==> src/rtl/lsu_pkg.sv <==
// lsu_pkg -- shared definitions for the byte-serial MIPS load/store unit.
//   * opcode constants for lb/lh/lw/lbu/lhu/sb/sh/sw
//   * FSM state enum
//   * decode_op(): opcode -> {supported, store, size in bytes, sign-extend}
package lsu_pkg;

  localparam logic [5:0] OP_LB  = 6'b100000;
  localparam logic [5:0] OP_LH  = 6'b100001;
  localparam logic [5:0] OP_LW  = 6'b100011;
  localparam logic [5:0] OP_LBU = 6'b100100;
  localparam logic [5:0] OP_LHU = 6'b100101;
  localparam logic [5:0] OP_SB  = 6'b101000;
  localparam logic [5:0] OP_SH  = 6'b101001;
  localparam logic [5:0] OP_SW  = 6'b101011;

  typedef enum logic [1:0] {
    IDLE  = 2'd0,
    XFER  = 2'd1,
    DRAIN = 2'd2,
    RESP  = 2'd3
  } state_t;

  typedef struct packed {
    logic       valid;
    logic       store;
    logic [2:0] size;  // bytes: 1, 2 or 4
    logic       sgn;
  } op_info_t;

  function automatic op_info_t decode_op(input logic [5:0] op);
    op_info_t d;
    d = '0;
    case (op)
      OP_LB:  begin d.valid = 1'b1; d.size = 3'd1; d.sgn = 1'b1; end
      OP_LH:  begin d.valid = 1'b1; d.size = 3'd2; d.sgn = 1'b1; end
      OP_LW:  begin d.valid = 1'b1; d.size = 3'd4; end
      OP_LBU: begin d.valid = 1'b1; d.size = 3'd1; end
      OP_LHU: begin d.valid = 1'b1; d.size = 3'd2; end
      OP_SB:  begin d.valid = 1'b1; d.size = 3'd1; d.store = 1'b1; end
      OP_SH:  begin d.valid = 1'b1; d.size = 3'd2; d.store = 1'b1; end
      OP_SW:  begin d.valid = 1'b1; d.size = 3'd4; d.store = 1'b1; end
      default: d = '0;
    endcase
    return d;
  endfunction

endpackage

==> src/rtl/lsu_load_extend.sv <==
// lsu_load_extend -- sign/zero extension of an assembled load value.
//   raw  : assembled big-endian value, loaded bytes in the low `size` bytes
//   size : access size in bytes (1, 2 or 4)
//   sgn  : 1 = sign-extend, 0 = zero-extend
//   ext  : 32-bit extended result
module lsu_load_extend (
  input  logic [31:0] raw,
  input  logic [2:0]  size,
  input  logic        sgn,
  output logic [31:0] ext
);

  always_comb begin
    ext = raw;
    case (size)
      3'd1:    ext = {{24{sgn & raw[7]}},  raw[7:0]};
      3'd2:    ext = {{16{sgn & raw[15]}}, raw[15:0]};
      default: ext = raw;
    endcase
  end

endmodule

==> src/rtl/load_store_unit.sv <==
// load_store_unit -- MIPS load/store unit driving a byte-wide memory port.
// One request at a time; words/halves are moved one byte per cycle, big-endian.
//   clk, rst_n            : clock, async active-low reset
//   req_valid/req_ready   : request handshake (ready only in IDLE)
//   opcode, addr, wdata   : request fields, sampled at accept
//   resp_valid            : one-cycle completion pulse
//   rdata, misalign, bad_op : response fields, zero outside the pulse
//   mem_addr/we/wdata/re  : byte memory port (read data returns next cycle)
//   mem_rdata             : byte read data
module load_store_unit
  import lsu_pkg::*;
#(
  parameter int ADDR_W = 8
) (
  input  logic              clk,
  input  logic              rst_n,
  input  logic              req_valid,
  output logic              req_ready,
  input  logic [5:0]        opcode,
  input  logic [31:0]       addr,
  input  logic [31:0]       wdata,
  output logic              resp_valid,
  output logic [31:0]       rdata,
  output logic              misalign,
  output logic              bad_op,
  output logic [ADDR_W-1:0] mem_addr,
  output logic              mem_we,
  output logic [7:0]        mem_wdata,
  output logic              mem_re,
  input  logic [7:0]        mem_rdata
);

  state_t      state;
  op_info_t    info_in;
  logic        aligned_in;
  logic [31:0] wdata_msb;   // store data left-justified so byte 0 sits in [31:24]
  logic [31:0] sdata_q;     // remaining store bytes, next one in [31:24]
  logic [23:0] ldata_q;     // load bytes captured so far
  logic [1:0]  cnt_q;
  logic [1:0]  last_q;      // index of final XFER cycle (N-1)
  logic [2:0]  size_q;
  logic        sgn_q;
  logic        store_q;
  logic [31:0] load_ext;
  logic        addr_hi_unused;

  assign addr_hi_unused = ^addr;
  assign req_ready      = (state == IDLE);

  always_comb begin
    info_in = decode_op(opcode);
    case (info_in.size)
      3'd2:    aligned_in = ~addr[0];
      3'd4:    aligned_in = (addr[1:0] == 2'b00);
      default: aligned_in = 1'b1;
    endcase
    case (info_in.size)
      3'd1:    wdata_msb = {wdata[7:0],  24'h0};
      3'd2:    wdata_msb = {wdata[15:0], 16'h0};
      default: wdata_msb = wdata;
    endcase
  end

  // The final load byte is on mem_rdata during DRAIN; extend it together
  // with the bytes already captured so rdata is registered at RESP entry.
  lsu_load_extend u_ext (
    .raw  ({ldata_q, mem_rdata}),
    .size (size_q),
    .sgn  (sgn_q),
    .ext  (load_ext)
  );

  always_ff @(posedge clk or negedge rst_n) begin
    if (!rst_n) begin
      state      <= IDLE;
      resp_valid <= 1'b0;
      rdata      <= '0;
      misalign   <= 1'b0;
      bad_op     <= 1'b0;
      mem_addr   <= '0;
      mem_we     <= 1'b0;
      mem_re     <= 1'b0;
      mem_wdata  <= '0;
      sdata_q    <= '0;
      ldata_q    <= '0;
      cnt_q      <= '0;
      last_q     <= '0;
      size_q     <= '0;
      sgn_q      <= 1'b0;
      store_q    <= 1'b0;
    end else begin
      case (state)
        IDLE: begin
          if (req_valid) begin
            size_q  <= info_in.size;
            sgn_q   <= info_in.sgn;
            store_q <= info_in.store;
            last_q  <= 2'(info_in.size - 3'd1);
            cnt_q   <= '0;
            ldata_q <= '0;
            if (!info_in.valid) begin
              state      <= RESP;
              resp_valid <= 1'b1;
              bad_op     <= 1'b1;
            end else if (!aligned_in) begin
              state      <= RESP;
              resp_valid <= 1'b1;
              misalign   <= 1'b1;
            end else begin
              state     <= XFER;
              mem_addr  <= addr[ADDR_W-1:0];
              mem_we    <= info_in.store;
              mem_re    <= ~info_in.store;
              mem_wdata <= info_in.store ? wdata_msb[31:24] : 8'h00;
              sdata_q   <= wdata_msb << 8;
            end
          end
        end
        XFER: begin
          // Byte k-1 of a load arrives during XFER cycle k (k >= 1).
          if (!store_q && cnt_q != 2'd0)
            ldata_q <= {ldata_q[15:0], mem_rdata};
          if (cnt_q == last_q) begin
            mem_we    <= 1'b0;
            mem_re    <= 1'b0;
            mem_addr  <= '0;
            mem_wdata <= '0;
            if (store_q) begin
              state      <= RESP;
              resp_valid <= 1'b1;
            end else begin
              state <= DRAIN;
            end
          end else begin
            cnt_q     <= cnt_q + 2'd1;
            mem_addr  <= mem_addr + ADDR_W'(1);
            mem_wdata <= store_q ? sdata_q[31:24] : 8'h00;
            sdata_q   <= sdata_q << 8;
          end
        end
        DRAIN: begin
          state      <= RESP;
          resp_valid <= 1'b1;
          rdata      <= load_ext;
        end
        RESP: begin
          state      <= IDLE;
          resp_valid <= 1'b0;
          rdata      <= '0;
          misalign   <= 1'b0;
          bad_op     <= 1'b0;
        end
        default: state <= IDLE;
      endcase
    end
  end

endmodule

==> config.mk <==
export PLATFORM = sky130hd
export DESIGN_NAME = load_store_unit
export DESIGN_NICKNAME = d
export VERILOG_FILES = /design/src/rtl/lsu_pkg.sv /design/src/rtl/lsu_load_extend.sv /design/src/rtl/load_store_unit.sv
export SDC_FILE = /design/constraint.sdc
export NUM_CORES = 1
export LEC_CHECK = 0
export CAP_MARGIN = 20
export CORE_MARGIN = 2
export CORE_UTILIZATION = 48
export CTS_CLUSTER_SIZE = 24
export DETAILED_ROUTE_END_ITERATION = 10
export MAX_ROUTING_LAYER = met4
export PLACE_DENSITY_LB_ADDON = 0.05
export SETUP_SLACK_MARGIN = 0.4
export SYNTH_ARGS = -nofsm -noshare
export SYNTH_HDL_FRONTEND = slang
export SYNTH_HIERARCHICAL = 1
export SYNTH_SLANG_ARGS = --single-unit
==> constraint.sdc <==
create_clock -name clk -period 3.45 [get_ports clk]
set_clock_uncertainty 0.2 [all_clocks]
set_input_delay 0.69 -clock clk [delete_from_list [all_inputs] [get_ports clk]]
set_output_delay 0.69 -clock clk [all_outputs]
set_load 0.02 [all_outputs]
-- Yosys cells after proc, flatten, opt, wreduce, memory -nomap -nowiden
Cells that the tools add are included.
Widths: inputs -> output; s select.
- register bits after elaboration: 120
- bits of input ports: 81
- logic and storage cells: 132
- bitwise gates (word level): 4
- reduce and logical (&&, ||, !) cells: 24
- equal/unequal tests: 27
- muxes and demuxes: 58
- add/sub/neg operators: 3
- operators with widths (operator ; number):
    $pmux 32 s2 ; 4
    $mux 32 ; 4
    $mux 8 ; 10
    $eq 6x6->1 const B ; 8
    $mux 24 ; 2
    $pmux 24 s2 ; 1
    $pmux 8 s2 ; 2
    $mux 1 ; 20
    $ne 2x2->1 const B ; 7
    $mux 2 ; 6
    $reduce_and 4->1 ; 3
    $pmux 1 s2 ; 5
    $reduce_and 5->1 ; 2
    $pmux 3 s3 ; 1
    $reduce_and 3->1 ; 3
    $reduce_or 3->1 ; 3
    $add 8x1->8 const B ; 1
    $pmux 2 s4 ; 1
    $reduce_bool 2->1 ; 4
    $reduce_or 8->1 ; 1
    $eq 3x1->1 const B ; 2
    $eq 3x2->1 const B ; 2
    $eq 2x2->1 const B ; 2
    $logic_not 2->1 ; 2
    15 further kinds ; 20

-- Longest topological paths before layout
Gate-level depths: netlist of run 1.
- depth in word-level cells: 10
- depth in mapped cells: 15
- gate-level depth less buffers: 11

-- By module
Netlist of run 1, hierarchy kept.
- modules (own cells, without submodules) (module ; cells each ; area an instance (µm²) ; times used):
    load_store_unit ; 564 ; 5446.5 ; 1
    lsu_load_extend ; 44 ; 349.1 ; 1

-- Worst setup path before layout of run 1
OpenSTA, ideal clock, no wires.
- kind: input -> register
- start: in opcode[4]
- end: reg sdata_q[24]
- path slack: 0.281 ns
- arrival: 2.843 ns
- library setup time: 0.126 ns
- stages: 13
- required time: 3.124 ns
- path through: nand2b_1 buf_2 nor2_1 nand2_1 nor2_1 inv_1 ha_1 o21ai_0 mux2i_1 o41a_1 buf_6 buf_2 a221o_1
- RTL lines (item ; line ; text):
    start: declaration ; load_store_unit.sv:19 ; input logic [5:0] opcode,
    end signal: assignment ; load_store_unit.sv:115 ; sdata_q <= wdata_msb << 8;
    end signal: assignment ; load_store_unit.sv:138 ; sdata_q <= sdata_q << 8;
    end: declaration ; load_store_unit.sv:37 ; logic [31:0] sdata_q;

==> impl_metrics.json, run 1 <==
{
  "final_util_pct": 64.7,
  "pwr_density_cell_mw_per_mm2": 728,
  "p_leak_nw": 3.57,
  "routedWlPerCell_um": 17.6,
  "start_util_pct": 48.7,
  "cp.required_ns": 3.53,
  "io_pins": 135,
  "area_growth_pct": 33.0,
  "hold_path.class": "input pin to asynchronous set/reset pin",
  "rows": 40,
  "io_buffers": 110,
  "final-setup-viol-count": 0,
  "dr_wl_met3_um": 563,
  "syn_area_mm2": 0.00580,
  "n_antenna_cell": 0,
  "hpwl_um": 10500,
  "die_w_um": 114,
  "cp_data_arrival_time_ns": 3.04,
  "dr_wl_met2_um": 7890,
  "synthDistinctLibCells": 51,
  "dr_total_vias": 5058,
  "cts_buffer_depth": 2,
  "critical_path.endpoint_type": "register",
  "drtIter0Drc": 311,
  "grt_max_degree": 59,
  "finalHoldWorstSlack_ns": 0.203,
  "drive_gt1_share_pct": 14.6,
  "cts_root_buf": "clkbuf_16",
  "yosys.area.top_type": "dfrtp_1",
  "finalCritPeriodShare_pct": 85.9,
  "grt_pass1_vias": 5141,
  "ctsHoldBuffers": 0,
  "max-slew-margin-rel_pct": 29.6,
  "vdd_ir_drop_max_v": 0.000365,
  "synthArstFlopShare_pct": 100,
  "viasPerCell": 5.76,
  "layout_common_cells": "dfrtp_1, clkdlybuf4s50_1, nand2_1",
  "dr.pass1.iters": 6,
  "die-area_mm2": 0.0130,
  "worstMarginPinSlew_ns": 1.06,
  "reg2reg_to": "sdata_q[28]",
  "grt_use_total_pct": 25.4,
  "post-route-drc-count": 0,
  "rsz0062_at_grt": "false",
  "reg2reg_slack_ns": 0.83,
  "timing.fmax_mhz": 337,
  "ys_seq_elements": 112,
  "synth_edf_count": 0,
  "clk_latency_ns": 0.35,
  "routed.top_layer": "met4",
  "ant_nets": 0,
  "ys.flop_type": "dfrtp_1",
  "cts-htree-levels": 3,
  "reg2reg_depth": 7,
  "grt_pass1_wl_um": 25400,
  "path_clk_slew_ns": 0.07,
  "antenna_found_initial": 0,
  "die_y_um": 114,
  "fin_crit_ns": 2.97,
  "cts_tree": "built",
  "startpoint_type": "input pin",
  "status": "complete, no violations",
  "cap_violations": 0,
  "synth_nets": 698,
  "core_area_mm2": 0.0119,
  "n_fill_cell": 1011,
  "r2r-start": "state[0]",
  "finalHoldViolCount": 0,
  "wirelength_um": 15400,
  "synthCells": 608,
  "critPathMaxFanout": 3,
  "ys_seq_area_share_pct": 48.4,
  "crit_type": "input pin to register",
  "place.gp.congestion": 0.939,
  "synth_area_leaders": "dfrtp_1, mux2i_1, nand2_1",
  "final_common_cell": "dfrtp_1",
  "wl_met1_um": 6560,
  "synth_area_per_cell_um2": 9.53,
  "cts_buffers": 9,
  "synth_top_area_share_pct": 48.4,
  "grt-ovfl-total": 0,
  "slew_viol_final": 0,
  "cts_sinks": 112,
  "finalNetCount": 817,
  "ys_warn_count": 6
}
registers in the layout (all words and copies together) (netlist names):
register    cells
size_q          3
mem_we          1
store_q         1
last_q          2
mem_wdata       8
rdata          32
misalign        1
resp_valid      1
ldata_q        24
sdata_q        24
state           2
bad_op          1
sgn_q           1
mem_re          1
cnt_q           2
mem_addr        8
metal layers:
layer,up-vias,global-route usage (%)
met2,175,42.9
met1,2475,30.9
met3,30,3.13
met5,-,-
li1,2378,-
met4,0,10.9
layout make-up:
| cell class | instances | area (um2) | area share (%) |
|---|---|---|---|
| inverter | 17 | 63.8 | 0.828 |
| multi-input combinational | 428 | 2770 | 35.9 |
| clock inverter | 3 | 43.8 | 0.568 |
| timing repair buffer | 159 | 1610 | 20.8 |
| tap | 147 | 184 | 2.39 |
| clock buffer | 12 | 236 | 3.07 |
| sequential | 112 | 2800 | 36.4 |
worst max path at each step:
stage              start     endpoint  slack [ns]  depth (start not counted)
2_1_floorplan  opcode[4]  sdata_q[24]        0.41                         13
3_3_place_gp   opcode[4]  sdata_q[31]       -0.05                         13
3_5_place_dp   opcode[4]  sdata_q[11]       -0.14                         13
4_1_cts        opcode[3]  sdata_q[26]        0.45                         11
5_1_grt        opcode[4]  sdata_q[27]        0.39                         16
6_report       opcode[4]    size_q[0]        0.48                         19
cell families after synthesis:
kind of cell	count (synthesis)	share of synthesized area (%)
flops	112	48.4
fa+ha+maj	9	1.94
mux	48	8.40
compound gates	167	19.6
simple gates	201	15.7
buf+inv	68	5.55
xor+xnor	3	0.453
synthesized netlist by cell type, types with 2 or more instances:
| cell type | n |
|---|---|
| and3_1 | 4 |
| buf_4 | 9 |
| a21o_1 | 17 |
| nand2_1 | 83 |
| mux2i_1 | 43 |
| buf_6 | 2 |
| a22oi_1 | 24 |
| buf_1 | 6 |
| o21ai_0 | 58 |
| mux2_2 | 5 |
| ha_1 | 9 |
| a21o_2 | 16 |
| a21oi_1 | 10 |
| nand2b_1 | 5 |
| nor3b_1 | 2 |
| o31ai_1 | 10 |
| nor2_1 | 67 |
| dfrtp_1 | 112 |
| o22a_1 | 2 |
| nand3_1 | 8 |
| buf_2 | 5 |
| nand3b_1 | 2 |
| nor3_1 | 9 |
| nor4b_1 | 8 |
| a221o_1 | 7 |
| nand4_1 | 2 |
| xor2_1 | 3 |
| inv_1 | 17 |
| o22ai_1 | 4 |
| nor2b_1 | 4 |
| a221oi_1 | 9 |
| clkbuf_1 | 27 |
report_power, final:
group          total (mW)  switching (mW)  internal [mW]
Clock                1.03           0.468          0.561
Combinational        2.62            1.45           1.17
Sequential           1.96           0.273           1.69
Total                5.61            2.19           3.42
timing repair:
action                                 4_1_cts  5_1_grt
setup buffers                               18        1
setup endpoints to repair                   38       29
gates cloned                                 3        0
pin swaps                                    3        4
resized for setup                           17       12
endpoints found under the hold margin        0        0
stage by stage:
stage | cell area [um2] | power, mW | cells | setup TNS (ns) | setup slack [ns]
after floorplan | 5800 | 3.51 | 608 | 0 | 0.411
after global placement | 7070 | 4.32 | 841 | -0.563 | -0.0483
after detailed placement | 7070 | 4.39 | 841 | -2.78 | -0.143
after CTS | 7650 | 5.61 | 877 | 0 | 0.447
after global routing | 7710 | 5.95 | 878 | 0 | 0.390
final | 7710 | 5.61 | 878 | 0 | 0.485
worst max-delay path, cell delays in order:
cell and delay, ns:
dlygate4sd2_1 0.25, nand2b_4 0.16, nor2_4 0.12, nand2_2 0.08
nor2_4 0.11, inv_2 0.06, buf_4 0.12, buf_4 0.12
buf_4 0.12, buf_4 0.13, buf_4 0.12, buf_4 0.12
buf_4 0.12, buf_4 0.12, buf_4 0.12, buf_4 0.12
buf_4 0.12, buf_4 0.11, o21ai_1 0.12
Note: power is estimated with default switching activity, not from simulation.
==> inputs of run 2 (changes only) <==
clock period = 3.3 ns   (was 3.45 ns; I/O delays follow)
==> run 2 against run 1 <==
Via count fell by 3.0%. Combinational power rose by 3%. First-iteration DRC count rose by 13%. Global-route usage fell by 1.2 points. Non-clock buffer count fell by 4. Count of clock-buffer cells in the layout fell by 3. Flip-flop and latch count did not move.
==> impl_metrics.json, run 2 (same netlist as run 1, synthesis figures left out) <==
{
  "n_fill_cell": 995,
  "fin_crit_ns": 2.81,
  "switching_share_pct": 40.0,
  "finalHoldWorstSlack_ns": 0.0872,
  "n_antenna_cell": 0,
  "seqCellArea_mm2": 0.00280,
  "dr_total_vias": 4904,
  "p_clk_share_pct": 18.3,
  "final_common_cell": "dfrtp_1",
  "p_comb_share_pct": 46.4,
  "dr.pass1.iters": 4,
  "top_register": "rdata",
  "cts-htree-levels": 3,
  "totalPowerFinal_mw": 5.80,
  "die-area_mm2": 0.0130,
  "core_area_mm2": 0.0119,
  "grt_max_degree": 49,
  "rsz0062_at_grt": "false",
  "layout_common_cells": "dfrtp_1, clkdlybuf4s50_1, nand2_1",
  "post_dp_cell_area_mm2": 0.00714,
  "stdcell_area_mm2": 0.00765,
  "crit_type": "input pin to register",
  "worstMarginPinSlew_ns": 1.00,
  "wirelength_um": 14600,
  "cts_root_buf": "clkbuf_16",
  "io_buffers": 110,
  "post-route-drc-count": 0,
  "fin_cells": 875,
  "drtIter0Drc": 352,
  "path_common_cell": "buf_4",
  "post-place-cells": 849,
  "cap_violations": 0,
  "grt-ovfl-total": 0,
  "cts_sinks": 112,
  "p_int_mw": 3.48,
  "max_stage_delay_ns": 0.56,
  "die_w_um": 114,
  "antenna_found_initial": 0,
  "max-slew-margin-rel_pct": 33.1,
  "timing.fmax_mhz": 356,
  "cts_buffer_depth": 2,
  "reg2reg_depth": 7,
  "clk_latency_ns": 0.36,
  "grt_pass1_wl_um": 24200,
  "status": "complete, no violations",
  "cp_data_arrival_time_ns": 2.85,
  "multi_input_area_mm2": 0.00278,
  "hpwl_um": 10400,
  "pwr_density_cell_mw_per_mm2": 759,
  "cp_slowest_cell": "clkdlybuf4s50_1",
  "critical_path.endpoint_type": "register",
  "path_clk_slew_ns": 0.08,
  "die_y_um": 114,
  "cts_buffers": 9,
  "place.gp.congestion": 0.889,
  "grt_pass1_vias": 4705,
  "finalCritPeriodShare_pct": 85.2,
  "largest_reg_flops": 32,
  "critPathMaxFanout": 8,
  "path_cells": "clkdlybuf4s50_1, nor2_2, inv_2, ha_2, o21ai_1, buf_4, buf_4, buf_4, mux2_2, nand4_1, buf_6, nor2_1, a221o_1",
  "cts_tree": "built",
  "start_util_pct": 48.7,
  "final-setup-viol-count": 0,
  "finalHoldViolCount": 0,
  "ant_nets": 0,
  "drive_gt1_share_pct": 15.2,
  "slew_viol_final": 0,
  "startpoint_type": "input pin",
  "finalSetupTns_ns": 0,
  "vdd_ir_drop_max_v": 0.000436,
  "p_sw_mw": 2.32,
  "cp.required_ns": 3.34,
  "io_pins": 135,
  "area_growth_pct": 32.0,
  "rows": 40,
  "p_leak_nw": 3.54,
  "ctsHoldBuffers": 0,
  "reg.largest.list": "rdata x32, ldata_q x24, sdata_q x24",
  "hold_path.class": "input pin to asynchronous set/reset pin",
  "grt_use_total_pct": 24.2,
  "routedWlPerCell_um": 16.7,
  "viasPerCell": 5.60,
  "finalNetCount": 813,
  "seqPwrFrac_pct": 35.3
}
-- run 2: cell type report --
cell class | instances | area share [%]
flip-flops and latches | 112 | 36.6
multi-input cells | 428 | 36.4
repair buffers | 155 | 20.1
clock buffers | 9 | 2.94
well taps | 147 | 2.40
inverters | 17 | 0.834
clock inverters | 7 | 0.752
-- run 2: per-layer routing --
layer  track usage [%]  wire length [um]  part of all wire, %  vias up
met2              37.4              6890                   47      128
met3              2.87               590                  4.0       13
met4              7.07               159                  1.1        0
met5                 -                 0                    0        -
met1              33.9              7010                   48     2393
li1                  -                 -                    -     2370
-- run 2: worst paths after layout --
path | from | to | slack (ns)
setup / recovery | opcode[0] | sdata_q[27] | 0.49
hold / removal | rst_n | rdata[4] | 0.09
setup reg to reg | state[1] | mem_wdata[3] | 0.85
hold reg to reg | sdata_q[12] | sdata_q[12] | 0.28
max in group asynchronous | rst_n | sdata_q[18] | 1.99
min in group clk | sdata_q[12] | sdata_q[12] | 0.28
-- run 2: critical path: cells and delay by family --
kind	cells	cell delay, ns
buf+inv	6	1.15
fa+ha+maj	1	0.17
simple gates	3	0.25
compound gates	2	0.33
mux	1	0.27
-- run 2: power by group through the flow --
stage	registers [mW]	clock network [mW]	logic, mW
after global placement	2.05	0	2.47
after detailed placement	2.07	0	2.53
after CTS	2.05	1.07	2.68
final	2.05	1.06	2.69
after floorplan	2.21	0	1.47
after global routing	2.10	1.13	2.96
-- run 2: through the flow --
stage	worst slack, ns	util [%]
after floorplan	0.365	-
after global placement	-0.0654	59.9
after detailed placement	-0.0844	59.9
after CTS	0.422	63.6
after global routing	0.385	64.2
final	0.488	64.2
-- run 2: timing repair --
action / 4_1_cts / 5_1_grt
setup endpoints to repair: 36 / 41
pin swaps: 8 / 5
resized for setup: 15 / 24
buffers inserted: 8 / 0
gates cloned: 2 / 0
endpoints found under the hold margin: 0 / 0
